<file path="config.mk">
export PLATFORM = sky130hd
export DESIGN_NAME = seq_scan_ctrl
export DESIGN_NICKNAME = d
export VERILOG_FILES = /design/src/rtl/seq_scan_ctrl.sv
export SDC_FILE = /design/constraint.sdc
export NUM_CORES = 1
export LEC_CHECK = 0
export CAP_MARGIN = 25
export CORE_UTILIZATION = 54
export DETAILED_ROUTE_END_ITERATION = 8
export PLACE_DENSITY = 0.81
export SLEW_MARGIN = 20
export SYNTH_ARGS = -nofsm -noshare
export SYNTH_HDL_FRONTEND = slang
export SYNTH_SLANG_ARGS = --single-unit
export TNS_END_PERCENT = 20
</file>
<file path="constraint.sdc">
create_clock -name CLK -period 3 [get_ports CLK]
set_clock_uncertainty 0.05 [all_clocks]
set_input_delay 0.3 -clock CLK [delete_from_list [all_inputs] [get_ports CLK]]
set_output_delay 0.3 -clock CLK [all_outputs]
set_load 0.01 [all_outputs]
</file>
<file path="src/rtl/seq_scan_ctrl.sv">
// Frame-based word serializer (MSB first) with a 4-bit masked pattern scanner
// running across the serial stream and a saturating per-frame match counter.
module seq_scan_ctrl #(
  parameter int WORD_W = 8,
  parameter int CNT_W  = 8
) (
  input  logic              CLK,
  input  logic              RST,
  input  logic              start,
  input  logic [3:0]        frame_len,
  input  logic [3:0]        pattern,
  input  logic [3:0]        mask,
  input  logic [WORD_W-1:0] data_in,
  input  logic              data_valid,
  output logic              data_ready,
  output logic              x_out,
  output logic              x_valid,
  output logic              match,
  output logic [CNT_W-1:0]  match_count,
  output logic              busy,
  output logic              done
);

  localparam int BW = (WORD_W > 1) ? $clog2(WORD_W) : 1;
  localparam logic [CNT_W-1:0] CNT_MAX = '1;
  localparam logic [BW-1:0]    LAST_BIT = BW'(WORD_W - 1);

  typedef enum logic [1:0] {
    IDLE  = 2'd0,
    LOAD  = 2'd1,
    SHIFT = 2'd2,
    DONE  = 2'd3
  } state_t;

  state_t            state_q;
  logic [3:0]        words_left_q;
  logic [3:0]        pat_q;
  logic [3:0]        mask_q;
  logic [WORD_W-1:0] sh_q;
  logic [BW-1:0]     bit_cnt_q;
  logic [3:0]        hist_q;
  logic [2:0]        fill_q;
  logic              data_ready_q;
  logic              x_out_q;
  logic              x_valid_q;
  logic              match_q;
  logic [CNT_W-1:0]  cnt_q;
  logic              busy_q;
  logic              done_q;

  logic [3:0] hist_d;
  logic [2:0] fill_d;
  logic       hit_d;

  // The bit currently on x_out is folded into the history at the end of its cycle.
  always_comb begin
    hist_d = {hist_q[2:0], x_out_q};
    fill_d = (fill_q == 3'd4) ? 3'd4 : fill_q + 3'd1;
    hit_d  = x_valid_q && (fill_d == 3'd4) && (mask_q != 4'd0) &&
             (((hist_d ^ pat_q) & mask_q) == 4'd0);
  end

  always_ff @(posedge CLK) begin
    if (RST) begin
      state_q      <= IDLE;
      words_left_q <= '0;
      pat_q        <= '0;
      mask_q       <= '0;
      sh_q         <= '0;
      bit_cnt_q    <= '0;
      hist_q       <= '0;
      fill_q       <= '0;
      data_ready_q <= 1'b0;
      x_out_q      <= 1'b0;
      x_valid_q    <= 1'b0;
      match_q      <= 1'b0;
      cnt_q        <= '0;
      busy_q       <= 1'b0;
      done_q       <= 1'b0;
    end else begin
      match_q <= hit_d;
      done_q  <= 1'b0;
      if (hit_d && (cnt_q != CNT_MAX)) begin
        cnt_q <= cnt_q + 1'b1;
      end
      if (x_valid_q) begin
        hist_q <= hist_d;
        fill_q <= fill_d;
      end

      case (state_q)
        IDLE: begin
          if (start) begin
            words_left_q <= frame_len;
            pat_q        <= pattern;
            mask_q       <= mask;
            cnt_q        <= '0;
            hist_q       <= '0;
            fill_q       <= '0;
            if (frame_len != 4'd0) begin
              state_q      <= LOAD;
              data_ready_q <= 1'b1;
              busy_q       <= 1'b1;
            end else begin
              state_q <= DONE;
              done_q  <= 1'b1;
            end
          end
        end

        LOAD: begin
          if (data_valid) begin
            state_q      <= SHIFT;
            data_ready_q <= 1'b0;
            x_valid_q    <= 1'b1;
            x_out_q      <= data_in[WORD_W-1];
            sh_q         <= data_in << 1;
            bit_cnt_q    <= '0;
            words_left_q <= words_left_q - 4'd1;
          end
        end

        SHIFT: begin
          if (bit_cnt_q == LAST_BIT) begin
            x_valid_q <= 1'b0;
            x_out_q   <= 1'b0;
            if (words_left_q != 4'd0) begin
              state_q      <= LOAD;
              data_ready_q <= 1'b1;
            end else begin
              state_q <= DONE;
              busy_q  <= 1'b0;
              done_q  <= 1'b1;
            end
          end else begin
            bit_cnt_q <= bit_cnt_q + 1'b1;
            x_out_q   <= sh_q[WORD_W-1];
            sh_q      <= sh_q << 1;
          end
        end

        DONE: begin
          state_q <= IDLE;
        end

        default: state_q <= IDLE;
      endcase
    end
  end

  assign data_ready  = data_ready_q;
  assign x_out       = x_out_q;
  assign x_valid     = x_valid_q;
  assign match       = match_q;
  assign match_count = cnt_q;
  assign busy        = busy_q;
  assign done        = done_q;

endmodule

</file>
# After elaboration in Yosys (flattened, before gate mapping)
# Cells that the tools add are included.
# Widths: inputs -> output; s select.
# word_totals
regBits	46
latchBits	0
ramBits	0
romBits	0
in_bits	24
output_inout_bits	14
n_memories	0
# op_classes
addsub	4
mul	0
div_mod_pow	0
magnitude_cmp	0
n_eq_ne	14
shifts	0
mux	45
n_bitwise	2
n_reduce_logical	21
# op_table
op	n
$mux 8	5
$mux 4	5
$mux 3	6
$pmux 8 s2	1
$mux 1	15
$ne 2x2->1 const B	7
$reduce_and 3->1	4
$reduce_bool 4->1	3
$mux 2	5
$eq 3x3->1 const B	3
$add 8x1->8 const B	1
$ne 8x8->1 const B	1
$pmux 1 s2	4
$pmux 2 s4	1
$pmux 4 s2	1
$add 3x1->3 const B	2
$pmux 3 s2	1
$reduce_and 6->1	1
$reduce_bool 2->1	3
$reduce_and 5->1	1
$and 4x4->4	1
$eq 2x2->1 const B	2
$logic_and 1x1->1	4
$logic_not 4->1	1
7 further kinds	8

# Logic depth before layout (Yosys ltp)
# Gate-level depths: netlist of run 1.
# logic_depth
depth_word	10
depth_mapped	8
mapped_depth_nobuf	7

# Least setup slack after synthesis of run 1
# Ideal clock, no wire load.
# synth_path
kind	reg2reg
startpoint	register fill_q[0]
endpoint	register cnt_q[4], in the netlist match_count[4]
setup_ns	0.071
arrival_ns	1.547
t_required_ns	2.879
path_slack_ns	1.333
stages_incl_launch_ff	9
cell_sequence	dfxtp_1 inv_1 ha_1 a21oi_1 nor2b_4 nand4_2 buf_6 or4_1 a21oi_1
# synth_between
elab_chain_cells	10
word_cells_on_any_way	11
classes_between	add/sub: 1; eq/ne: 2; mux: 4; reduce/logical: 4
# synth_rtl
element	line_no	source
from (decl)	42	logic [2:0] fill_q;
from (signal assigned)	88	fill_q <= fill_d;
$add 3x1->3 or $eq 3x3->1 (tied branches)	58	fill_d = (fill_q == 3'd4) ? 3'd4 : fill_q + 3'd1;
$mux 3 *	58	
$eq 3x3->1 *	59	hit_d = x_valid_q && (fill_d == 3'd4) && (mask_q != 4'd0) &&
$logic_and 1x1->1 * (3 in a row)	59	
$logic_and 1x1->1 *	83	if (hit_d && (cnt_q != CNT_MAX)) begin
$mux 8 *	83	
$mux 8	93	if (start) begin
$mux 8 *	91	case (state_q)
to (signal assigned)	84	cnt_q <= cnt_q + 1'b1;
to (decl)	47	logic [CNT_W-1:0] cnt_q;
# Every way passes the cells marked *; elsewhere a longest branch is shown, timed or not.
# A chain may end at the register's enable or synchronous reset.

# Final worst setup path of run 1
# layout_path
startpoint	register state_q[1]
endpoint	register sh_q[2]
# layout_between
elab_chain_cells	3
word_cells_on_any_way	7
classes_between	eq/ne: 4; mux: 1; reduce/logical: 2
# layout_rtl
element	line_no	source
from (decl)	35	state_t state_q;
from (signal assigned)	65	state_q <= IDLE;
from (signal assigned)	101	state_q <= LOAD;
from (signal assigned)	105	state_q <= DONE;
$eq 2x2->1 or $eq 2x1->1 (tied branches)	91	
$ne 2x2->1 (no source line) or $reduce_bool 2->1 (tied branches)	n/a	
$reduce_and 3->1 (no source line)	n/a	
to (signal assigned)	117	sh_q <= data_in << 1;
to (signal assigned)	138	sh_q <= sh_q << 1;
to (decl)	39	logic [WORD_W-1:0] sh_q;
# Parallel ways exist; a longest one is shown, timed or not.

==> results of run 1 <==
kinds of logic after synthesis:
kind of cell,count (synthesis)
and+or+nand+nor,106
AOI/OAI and AO/OA,56
DFF,44
buffers and inverters,23
muxes,15
adders and majority gates,7
xor gates and xnor gates,4
tightest hold or removal path, cell delays in order, from the launching register on:
cell     delay, ns
dfxtp_1       0.32
nand2_1       0.06
a21oi_1       0.05
stage by stage:
stage | hold WS, ns | cells | utilization (%) | cell area (um^2) | worst slack (ns)
final | 0.4146 | 336 | 70.29 | 2631 | 0.8192
after floorplan | 0.3466 | 255 | - | 2160 | 1.333
after global placement | 0.3960 | 328 | 67.68 | 2534 | 0.9376
after CTS | 0.4187 | 336 | 70.29 | 2631 | 0.8103
after detailed placement | 0.4073 | 328 | 67.68 | 2534 | 0.8405
after global routing | 0.4444 | 336 | 70.29 | 2631 | 0.5072
metal layers:
layer	vias up	wire length, um	GRT usage, %
met4	0	109	12.50
met5	-	0	0
met1	841	1975	25.87
li1	965	-	-
met3	12	169	5.556
met2	41	2099	40.34
power by group:
part / internal (mW) / switching (mW) / total (mW)
clock network: 0.186 / 0.211 / 0.398
registers: 0.623 / 0.0327 / 0.655
logic: 0.117 / 0.122 / 0.239
total: 0.926 / 0.366 / 1.29
synthesized netlist by cell type, types with 2 or more instances:
| cell | count | share of area [%] |
|---|---|---|
| nor3_1 | 5 | 1.2 |
| nor3b_1 | 3 | 1.0 |
| nand4_2 | 2 | 1.2 |
| mux2i_1 | 14 | 6.5 |
| nand3_1 | 8 | 1.9 |
| or3_1 | 3 | 0.87 |
| nor2b_1 | 4 | 1.2 |
| nand2_1 | 28 | 4.9 |
| dfxtp_1 | 44 | 41 |
| o21ai_0 | 5 | 1.2 |
| o21a_1 | 2 | 0.70 |
| ha_1 | 7 | 4.1 |
| a311oi_1 | 7 | 2.8 |
| a21oi_1 | 22 | 5.1 |
| o21ai_1 | 4 | 0.93 |
| or2_1 | 2 | 0.58 |
| clkbuf_1 | 8 | 1.4 |
| or4_1 | 3 | 1.0 |
| xor2_1 | 4 | 1.6 |
| nor2_1 | 35 | 6.1 |
| a211oi_1 | 4 | 1.4 |
| a22oi_1 | 2 | 0.70 |
| buf_2 | 3 | 0.70 |
| nor4_1 | 2 | 0.58 |
| buf_4 | 3 | 1.0 |
| o31ai_1 | 3 | 1.0 |
| nand2b_1 | 4 | 1.2 |
| inv_1 | 8 | 1.4 |
flip-flops by register name, summed over array words and instances (netlist names):
signal        cells
match_count       8
sh_q              7
mask_q            4
pat_q             4
words_left_q      4
bit_cnt_q         3
fill_q            3
hist_q            3
state_q           2
busy              1
data_ready        1
done              1
match             1
x_out             1
x_valid           1
area by class of cell:
type / count / area share [%]
sequential: 44 / 33.48
multi-input combinational: 188 / 44.46
inverter: 8 / 1.141
tap: 48 / 2.282
clock buffer: 6 / 3.138
clock inverter: 2 / 0.5706
timing repair buffer: 40 / 14.93
how the worst max path moves through the flow:
| stage | startpoint | to | slack, ns | cells past startpoint |
|---|---|---|---|---|
| final | state_q[1]$_SDFFE_PP0P_ | sh_q[2]$_SDFFE_PP0P_ | 0.82 | 4 |
| after global routing | state_q[1]$_SDFFE_PP0P_ | sh_q[7]$_SDFFE_PP0P_ | 0.51 | 4 |
| after CTS | state_q[1]$_SDFFE_PP0P_ | sh_q[2]$_SDFFE_PP0P_ | 0.81 | 4 |
| after detailed placement | state_q[1]$_SDFFE_PP0P_ | sh_q[2]$_SDFFE_PP0P_ | 0.84 | 4 |
| after global placement | fill_q[0]$_SDFF_PP0_ | match_count[4]$_SDFF_PP0_ | 0.94 | 5 |
| after floorplan | fill_q[0]$_SDFF_PP0_ | match_count[4]$_SDFF_PP0_ | 1.33 | 8 |
==> impl_metrics.env, run 1 <==
export IMPL_status="finished clean"
export IMPL_hold_viol=0
export IMPL_total_power_mw=1.292
export IMPL_setup_violations_final=0
export IMPL_ys_flop_type="dfxtp_1"
export IMPL_reg2reg_depth=4
export IMPL_path_class="reg2reg"
export IMPL_clkLatencyLatePin_ns=0.30
export IMPL_synth_compound_area_share_pct=16.69
export IMPL_io_buffers=37
export IMPL_grt_max_degree=34
export IMPL_synthMuxAreaShare_pct=7.010
export IMPL_worstHoldPathCells=2
export IMPL_num_antenna_cells=0
export IMPL_critPathMaxStageDelay_ns=0.75
export IMPL_most_common_layout_cells="44 x dfxtp_1, 37 x clkdlybuf4s50_1, 35 x nor2_1"
export IMPL_grt_pass1_vias=1684
export IMPL_row_count=22
export IMPL_final_max_slew_violation_count=0
export IMPL_multi_input_area_um2=1170
export IMPL_synth_edff_count=0
export IMPL_dieWidth_um=65.24
export IMPL_drt_iter0_drc=137
export IMPL_cts_root_buffer="clkbuf_8"
export IMPL_drv_cap=0
export IMPL_synth_async_reset_ratio_pct=0
export IMPL_worstPathArrival_ns=2.34
export IMPL_vias_per_cell=5.533
export IMPL_synthCells=255
export IMPL_cts_num_sinks=44
export IMPL_synth_top_family_by_area="simple AND/OR/NAND/NOR gates"
export IMPL_io_pin_count=38
export IMPL_fmax_ghz=0.4585
export IMPL_synth_distinct_cells=44
export IMPL_period_needed_ns=2.181
export IMPL_synth_simple_area_share_pct=24.80
export IMPL_antenna_found_initial=0
export IMPL_routed_wl_um=4353
export IMPL_seqCellArea_um2=880.8
export IMPL_worstPathCellList="nand2b_1, o21ai_1, nor2_1, a311oi_1"
export IMPL_reg2reg_setup_slack_ns=0.82
export IMPL_layout_commonest_cell="dfxtp_1"
export IMPL_die_y_um=65.24
export IMPL_power_density_nw_per_um2=491.2
export IMPL_post_cts_buffers=0
export IMPL_synth_xor_xnor_area_share_pct=1.622
export IMPL_final_layout_size_suffix_gt1_share_pct=5.903
export IMPL_required_ns=3.16
export IMPL_grt_ovfl_total=0
export IMPL_ys_seq_elements=44
export IMPL_period_share_pct=72.69
export IMPL_max_vdd_ir_drop_mv=0.4145
export IMPL_ys_seq_area_share_pct=40.79
export IMPL_tightest_slew_ns=0.8316
export IMPL_leakagePower_nw=0.9644
export IMPL_dieArea_um2=4256
export IMPL_critPathBufInv=0
export IMPL_hold_path_startpoint="bit_cnt_q[1]$_SDFFE_PP0P_"
export IMPL_tns_ns=0
export IMPL_synth_net_count=286
export IMPL_cp_slowest_cell="o21ai_1"
export IMPL_wl_per_cell_um=12.96
export IMPL_ctsHoldBuffers=0
export IMPL_avgSynthCellArea_um2=8.469
export IMPL_cts_resized=0
export IMPL_antenna_left=0
export IMPL_coreArea_um2=3744
export IMPL_area_growth_pct=21.84
export IMPL_syn_area_um2=2160
export IMPL_grt_pass1_wl_um=7493
export IMPL_firstDrtPassIters=4
export IMPL_grt_usage_pct=23.20
export IMPL_fin_nets=318
export IMPL_min_to="bit_cnt_q[1]$_SDFFE_PP0P_"
export IMPL_gp_congestion=0.8311
export IMPL_cts_buffers=5
export IMPL_cts_tree="built"
export IMPL_cts_clk_slew_worst_paths_ns=0.08
export IMPL_fillers=324
export IMPL_rsz0062_at_grt="no"
export IMPL_synthAdderAreaFrac_pct=4.056
export IMPL_worstPathMaxFanout=16
export IMPL_dp_hpwl_um=3081
export IMPL_crit_path_start_kind="register"
export IMPL_initial_core_util_pct=57.69
export IMPL_dr_total_vias=1859
export IMPL_r2r_start="state_q[1]$_SDFFE_PP0P_"
export IMPL_crit_family="compound AO/OA/AOI/OAI gates"
export IMPL_relSlewSlack_pct=44.19
export IMPL_drc_errors=0
export IMPL_r2r_end="sh_q[2]$_SDFFE_PP0P_"
export IMPL_hold_path_class="reg2reg"
export IMPL_htreeDepth=2
export IMPL_yosysWarnings=0
export IMPL_cp_end_kind="register"
export IMPL_cts_buffer_depth=2
Note: power is estimated with default switching activity, not from simulation.
==> inputs of run 2 (changes only) <==
--- a/config.mk
+++ b/config.mk
@@ -6,9 +6,9 @@
 export NUM_CORES = 1
 export LEC_CHECK = 0
 export CAP_MARGIN = 25
-export CORE_UTILIZATION = 54
+export CORE_UTILIZATION = 47
 export DETAILED_ROUTE_END_ITERATION = 8
-export PLACE_DENSITY = 0.81
+export PLACE_DENSITY = 0.75
 export SLEW_MARGIN = 20
 export SYNTH_ARGS = -nofsm -noshare
 export SYNTH_HDL_FRONTEND = slang
==> constraint.sdc (replaced) <==
create_clock -name CLK -period 2 [get_ports CLK]
set_clock_uncertainty 0.05 [all_clocks]
set_input_delay 0.2 -clock CLK [delete_from_list [all_inputs] [get_ports CLK]]
set_output_delay 0.2 -clock CLK [all_outputs]
set_load 0.01 [all_outputs]
==> run 2 against run 1 <==
Compared with the run above:
- die area up 14%
- non-clock buffer count grew 10
- sequential power grew 50%
- cell count is 4.2% higher
- wire length grew 3.5%
- critical path depth increased by 2
- fmax grew 20%
- via count rose by 3.5%
- critical endpoint is now match_count[5]$_SDFF_PP0_
- clock-buffer cell count grew 1
- flip-flop and latch count unchanged
- utilization down 8.4 points
- largest power group unchanged
- hold slack worse by 0.014 ns
- highest routed layer unchanged
==> impl_metrics.env, run 2 (synthesized netlist as in run 1, its figures left out) <==
export IMPL_routed_wl_um=4504
export IMPL_tightest_slew_ns=0.4932
export IMPL_grt_usage_pct=19.75
export IMPL_worstPathMaxFanout=9
export IMPL_hold_path_class="in2reg"
export IMPL_layout_commonest_cell="dfxtp_1"
export IMPL_clkLatencyLatePin_ns=0.30
export IMPL_io_pin_count=38
export IMPL_htreeDepth=2
export IMPL_cts_num_sinks=44
export IMPL_firstDrtPassIters=4
export IMPL_grt_pass1_wl_um=7852
export IMPL_critPathBufInv=2
export IMPL_cp_end_kind="register"
export IMPL_period_share_pct=90.94
export IMPL_grt_ovfl_total=0
export IMPL_max_vdd_ir_drop_mv=0.4233
export IMPL_relSlewSlack_pct=67.05
export IMPL_cts_buffer_depth=2
export IMPL_crit_family="simple AND/OR/NAND/NOR gates"
export IMPL_dieArea_um2=4870
export IMPL_post_route_util_pct=61.90
export IMPL_antenna_found_initial=0
export IMPL_crit_path_start_kind="register"
export IMPL_rsz0062_at_grt="no"
export IMPL_initial_core_util_pct=49.26
export IMPL_gp_congestion=0.8480
export IMPL_period_needed_ns=1.819
export IMPL_grt_pass1_vias=1812
export IMPL_power_density_nw_per_um2=719.3
export IMPL_die_y_um=69.79
export IMPL_grt_max_degree=19
export IMPL_num_antenna_cells=0
export IMPL_final_max_slew_violation_count=0
export IMPL_io_buffers=37
export IMPL_cts_buffers=5
export IMPL_cts_clk_slew_worst_paths_ns=0.08
export IMPL_fmax_ghz=0.5498
export IMPL_dieWidth_um=69.79
export IMPL_drt_iter0_drc=153
export IMPL_drv_cap=0
export IMPL_setup_violations_final=0
export IMPL_cp_slowest_cell="dfxtp_1"
export IMPL_largest_register_ffs=8
export IMPL_critPathMaxStageDelay_ns=0.38
export IMPL_tns_ns=0
export IMPL_coreArea_um2=4384
export IMPL_drc_errors=0
export IMPL_hold_slack_ns=0.4004
export IMPL_area_growth_pct=25.67
export IMPL_row_count=24
export IMPL_wl_per_cell_um=12.87
export IMPL_status="finished clean"
export IMPL_antenna_left=0
export IMPL_hold_viol=0
export IMPL_dp_hpwl_um=3294
export IMPL_worstPathArrival_ns=2.00
export IMPL_dr_total_vias=1924
export IMPL_path_class="reg2reg"
export IMPL_required_ns=2.18
export IMPL_worstPathCellList="inv_1, ha_1, nand4b_1, buf_4, nor4_2, mux2i_1"
export IMPL_vias_per_cell=5.497
export IMPL_most_common_layout_cells="44 x dfxtp_1, 37 x clkdlybuf4s50_1, 35 x nor2_1"
export IMPL_cts_root_buffer="clkbuf_8"
export IMPL_final_layout_size_suffix_gt1_share_pct=9.060
export IMPL_fin_nets=328
export IMPL_cts_tree="built"
export IMPL_leakagePower_nw=1.014
run 2: cell types whose count changed in the layout (fill, tap and decap cells not counted), sizes merged:
cell,previous run,this run
clkinvlp,2,1
clkbuf,6,7
buf,3,13
run 2: stage by stage:
| stage | instances | cell area [um^2] | setup slack (ns) | power (mW) |
|---|---|---|---|---|
| finish | 350 | 2714 | 0.1811 | 1.952 |
| detailed placement | 342 | 2614 | 0.1731 | 1.386 |
| CTS | 350 | 2708 | 0.1490 | 1.968 |
| global placement | 342 | 2614 | 0.2293 | 1.378 |
| global route | 350 | 2714 | 0.01227 | 2.063 |
| floorplan | 255 | 2160 | 0.3327 | 1.248 |
run 2: where the power goes:
part / internal [mW] / leakage, nW / switching [mW]
sequential: 0.934 / 0.359 / 0.0510
combinational: 0.190 / 0.610 / 0.190
clock: 0.281 / 0.0445 / 0.306
run 2: cell type report:
| cell class | instances | area, um^2 |
|---|---|---|
| clock buffers | 7 | 86.33 |
| clock inverters | 1 | 7.507 |
| fillers | 380 | 1670 |
| inverters | 8 | 30.03 |
| multi-input cells | 188 | 1176 |
| flip-flops and latches | 44 | 880.8 |
| well taps | 52 | 65.06 |
| repair buffers | 50 | 467.9 |
run 2: routing by layer:
layer | global-route usage, % | wire (um) | vias to the layer above
li1 | - | - | 985
met1 | 24.16 | 2059 | 889
met2 | 33.55 | 2184 | 42
met3 | 4.797 | 195 | 8
met4 | 7.111 | 64 | 0
met5 | 0 | 0 | -
run 2: worst reg2reg max path, cell delays in order (launching register included):
cell and delay [ns]:
dfxtp_1 0.38, inv_1 0.06, ha_1 0.30, nand4b_1 0.25, buf_4 0.22, nor4_2 0.30
mux2i_1 0.20
run 2: repair_timing:
item | in CTS | in global routing
resized for setup | 0 | 1
buffers inserted | 0 | 0
setup endpoints to repair | 0 | 1
hold buffers | 0 | 0
run 2: path summary, 6_finish.rpt:
| path | from | to | slack (ns) | cells past startpoint |
|---|---|---|---|---|
| setup / recovery | fill_q[0]$_SDFF_PP0_ | match_count[5]$_SDFF_PP0_ | 0.18 | 6 |
| hold / removal | mask[2] | mask_q[2]$_SDFFE_PP0P_ | 0.40 | 3 |
| setup reg to reg | fill_q[0]$_SDFF_PP0_ | match_count[5]$_SDFF_PP0_ | 0.18 | 6 |
| hold reg to reg | bit_cnt_q[2]$_SDFFE_PP0P_ | bit_cnt_q[2]$_SDFFE_PP0P_ | 0.41 | 2 |
==> inputs of run 3 (changes only) <==
--- a/config.mk
+++ b/config.mk
@@ -6,9 +6,11 @@
 export NUM_CORES = 1
 export LEC_CHECK = 0
 export CAP_MARGIN = 25
-export CORE_UTILIZATION = 47
+export CELL_PAD_IN_SITES_DETAIL_PLACEMENT = 1
+export CELL_PAD_IN_SITES_GLOBAL_PLACEMENT = 1
+export CORE_UTILIZATION = 35
 export DETAILED_ROUTE_END_ITERATION = 8
-export PLACE_DENSITY = 0.75
+export PLACE_DENSITY_LB_ADDON = 0.1
 export SLEW_MARGIN = 20
 export SYNTH_ARGS = -nofsm -noshare
 export SYNTH_HDL_FRONTEND = slang
==> run 3 against run 2 <==
Compared with the run above:
- register-to-register slack lost 0.06 ns
- wire length up 18%
- cell count rose by 6.0%
- first-iteration DRC count fell by 70%
- utilization decreased by 16 points
- setup slack got worse by 0.057 ns
- die area grew 33%
- critical path depth fell by 1
- clock-buffer cell count shrank 2
- global-route usage is 1.8 points lower
- via count is 1.4% higher
- critical path type unchanged
- critical endpoint is now match_count[3]$_SDFF_PP0_
==> impl_metrics.env, run 3 (synthesized netlist as in run 1, its figures left out) <==
export IMPL_status="finished clean"
export IMPL_post_cts_buffers=0
export IMPL_final_layout_size_suffix_gt1_share_pct=9.122
export IMPL_place_inst=364
export IMPL_drc_errors=0
export IMPL_htreeDepth=2
export IMPL_final_max_slew_violation_count=0
export IMPL_cp_slowest_cell="or4_1"
export IMPL_relSlewSlack_pct=64.04
export IMPL_antenna_found_initial=0
export IMPL_io_buffers=37
export IMPL_io_pin_count=38
export IMPL_cts_buffers=5
export IMPL_initial_core_util_pct=36.48
export IMPL_dpl_worst_slack_ns=0.1399
export IMPL_stdcell_area_um2=2734
export IMPL_crit_family="simple AND/OR/NAND/NOR gates"
export IMPL_tns_ns=0
export IMPL_cts_tree="built"
export IMPL_worstPathMaxFanout=5
export IMPL_setup_violations_final=0
export IMPL_firstDrtPassIters=6
export IMPL_drt_iter0_drc=46
export IMPL_routed_wl_um=5312
export IMPL_wl_per_cell_um=14.32
export IMPL_dr_total_vias=1950
export IMPL_power_density_nw_per_um2=705.4
export IMPL_dieArea_um2=6488
export IMPL_row_count=28
export IMPL_cp_end_kind="register"
export IMPL_layout_commonest_cell="dfxtp_1"
export IMPL_gp_congestion=0.7841
export IMPL_cts_num_sinks=44
export IMPL_period_needed_ns=1.876
export IMPL_grt_pass1_wl_um=8963
export IMPL_dieWidth_um=80.55
export IMPL_vias_per_cell=5.256
export IMPL_cts_resized=0
export IMPL_total_power_mw=1.929
export IMPL_critPathMaxStageDelay_ns=0.57
export IMPL_period_share_pct=93.78
export IMPL_leakagePower_nw=1.021
export IMPL_fmax_ghz=0.5332
export IMPL_dp_hpwl_um=3880
export IMPL_area_growth_pct=26.59
export IMPL_grt_max_degree=27
export IMPL_grt_pass1_vias=1927
export IMPL_num_antenna_cells=0
export IMPL_post_dp_cell_area_um2=2635
export IMPL_cts_buffer_depth=2
export IMPL_max_vdd_ir_drop_mv=0.3383
export IMPL_required_ns=2.18
export IMPL_hold_path_class="reg2reg"
export IMPL_die_y_um=80.55
export IMPL_tightest_slew_ns=0.5382
export IMPL_drv_cap=0
export IMPL_grt_usage_pct=17.99
export IMPL_coreArea_um2=5921
export IMPL_most_common_layout_cells="44 x dfxtp_1, 37 x clkdlybuf4s50_1, 34 x nor2_1"
export IMPL_cts_root_buffer="clkbuf_8"
export IMPL_fin_cells=371
export IMPL_critPathBufInv=1
export IMPL_cts_clk_slew_worst_paths_ns=0.09
export IMPL_grt_ovfl_total=0
export IMPL_crit_path_start_kind="register"
export IMPL_worstPathCellList="inv_1, ha_1, nand4b_1, or4_1, a21oi_1"
export IMPL_worstPathArrival_ns=2.06
export IMPL_hold_viol=0
export IMPL_path_class="reg2reg"
export IMPL_fin_nets=327
export IMPL_clkLatencyLatePin_ns=0.30
export IMPL_ctsHoldBuffers=0
export IMPL_largest_register_ffs=8
export IMPL_antenna_left=0
export IMPL_worst_slack_ns=0.1244
run 3: power by group:
group | switching, mW | internal, mW
clock | 0.314 | 0.237
sequential | 0.0510 | 0.934
combinational | 0.202 | 0.191
total | 0.567 | 1.36
run 3: metrics by stage:
step | util [%] | hold slack [ns]
global placement | 44.51 | 0.3934
CTS | 45.88 | 0.4193
floorplan | - | 0.2466
finish | 46.18 | 0.4195
global route | 46.18 | 0.4328
detailed placement | 44.51 | 0.4114
run 3: worst paths after layout:
check	from	to	slack [ns]	depth (start not counted)
hold / removal	bit_cnt_q[2]$_SDFFE_PP0P_	bit_cnt_q[2]$_SDFFE_PP0P_	0.42	2
hold reg to reg	bit_cnt_q[2]$_SDFFE_PP0P_	bit_cnt_q[2]$_SDFFE_PP0P_	0.42	2
setup / recovery	fill_q[0]$_SDFF_PP0_	match_count[3]$_SDFF_PP0_	0.12	5
setup reg to reg	fill_q[0]$_SDFF_PP0_	match_count[3]$_SDFF_PP0_	0.12	5
run 3: cell type report:
cell class / instances / area, um^2
Fill cell: 718 / 3187
Multi-Input combinational cell: 188 / 1184
Sequential cell: 44 / 880.8
Timing Repair Buffer: 49 / 464.2
Tap cell: 75 / 93.84
Clock buffer: 5 / 68.82
Inverter: 8 / 30.03
Clock inverter: 2 / 12.51
run 3: tightest hold or removal path, stage by stage, from the launching register on:
cell and delay, ns:
dfxtp_1 0.32, nand2_1 0.05, a21oi_1 0.05
run 3: routing by layer:
metal,track usage (%),part of all wire [%],wire length (um),vias to the layer above
met3,3.068,2.9,154,7
met5,0,0,0,-
li1,-,-,-,981
met2,32.37,51,2725,28
met1,21.57,45,2370,934
met4,5.357,1.1,61,0
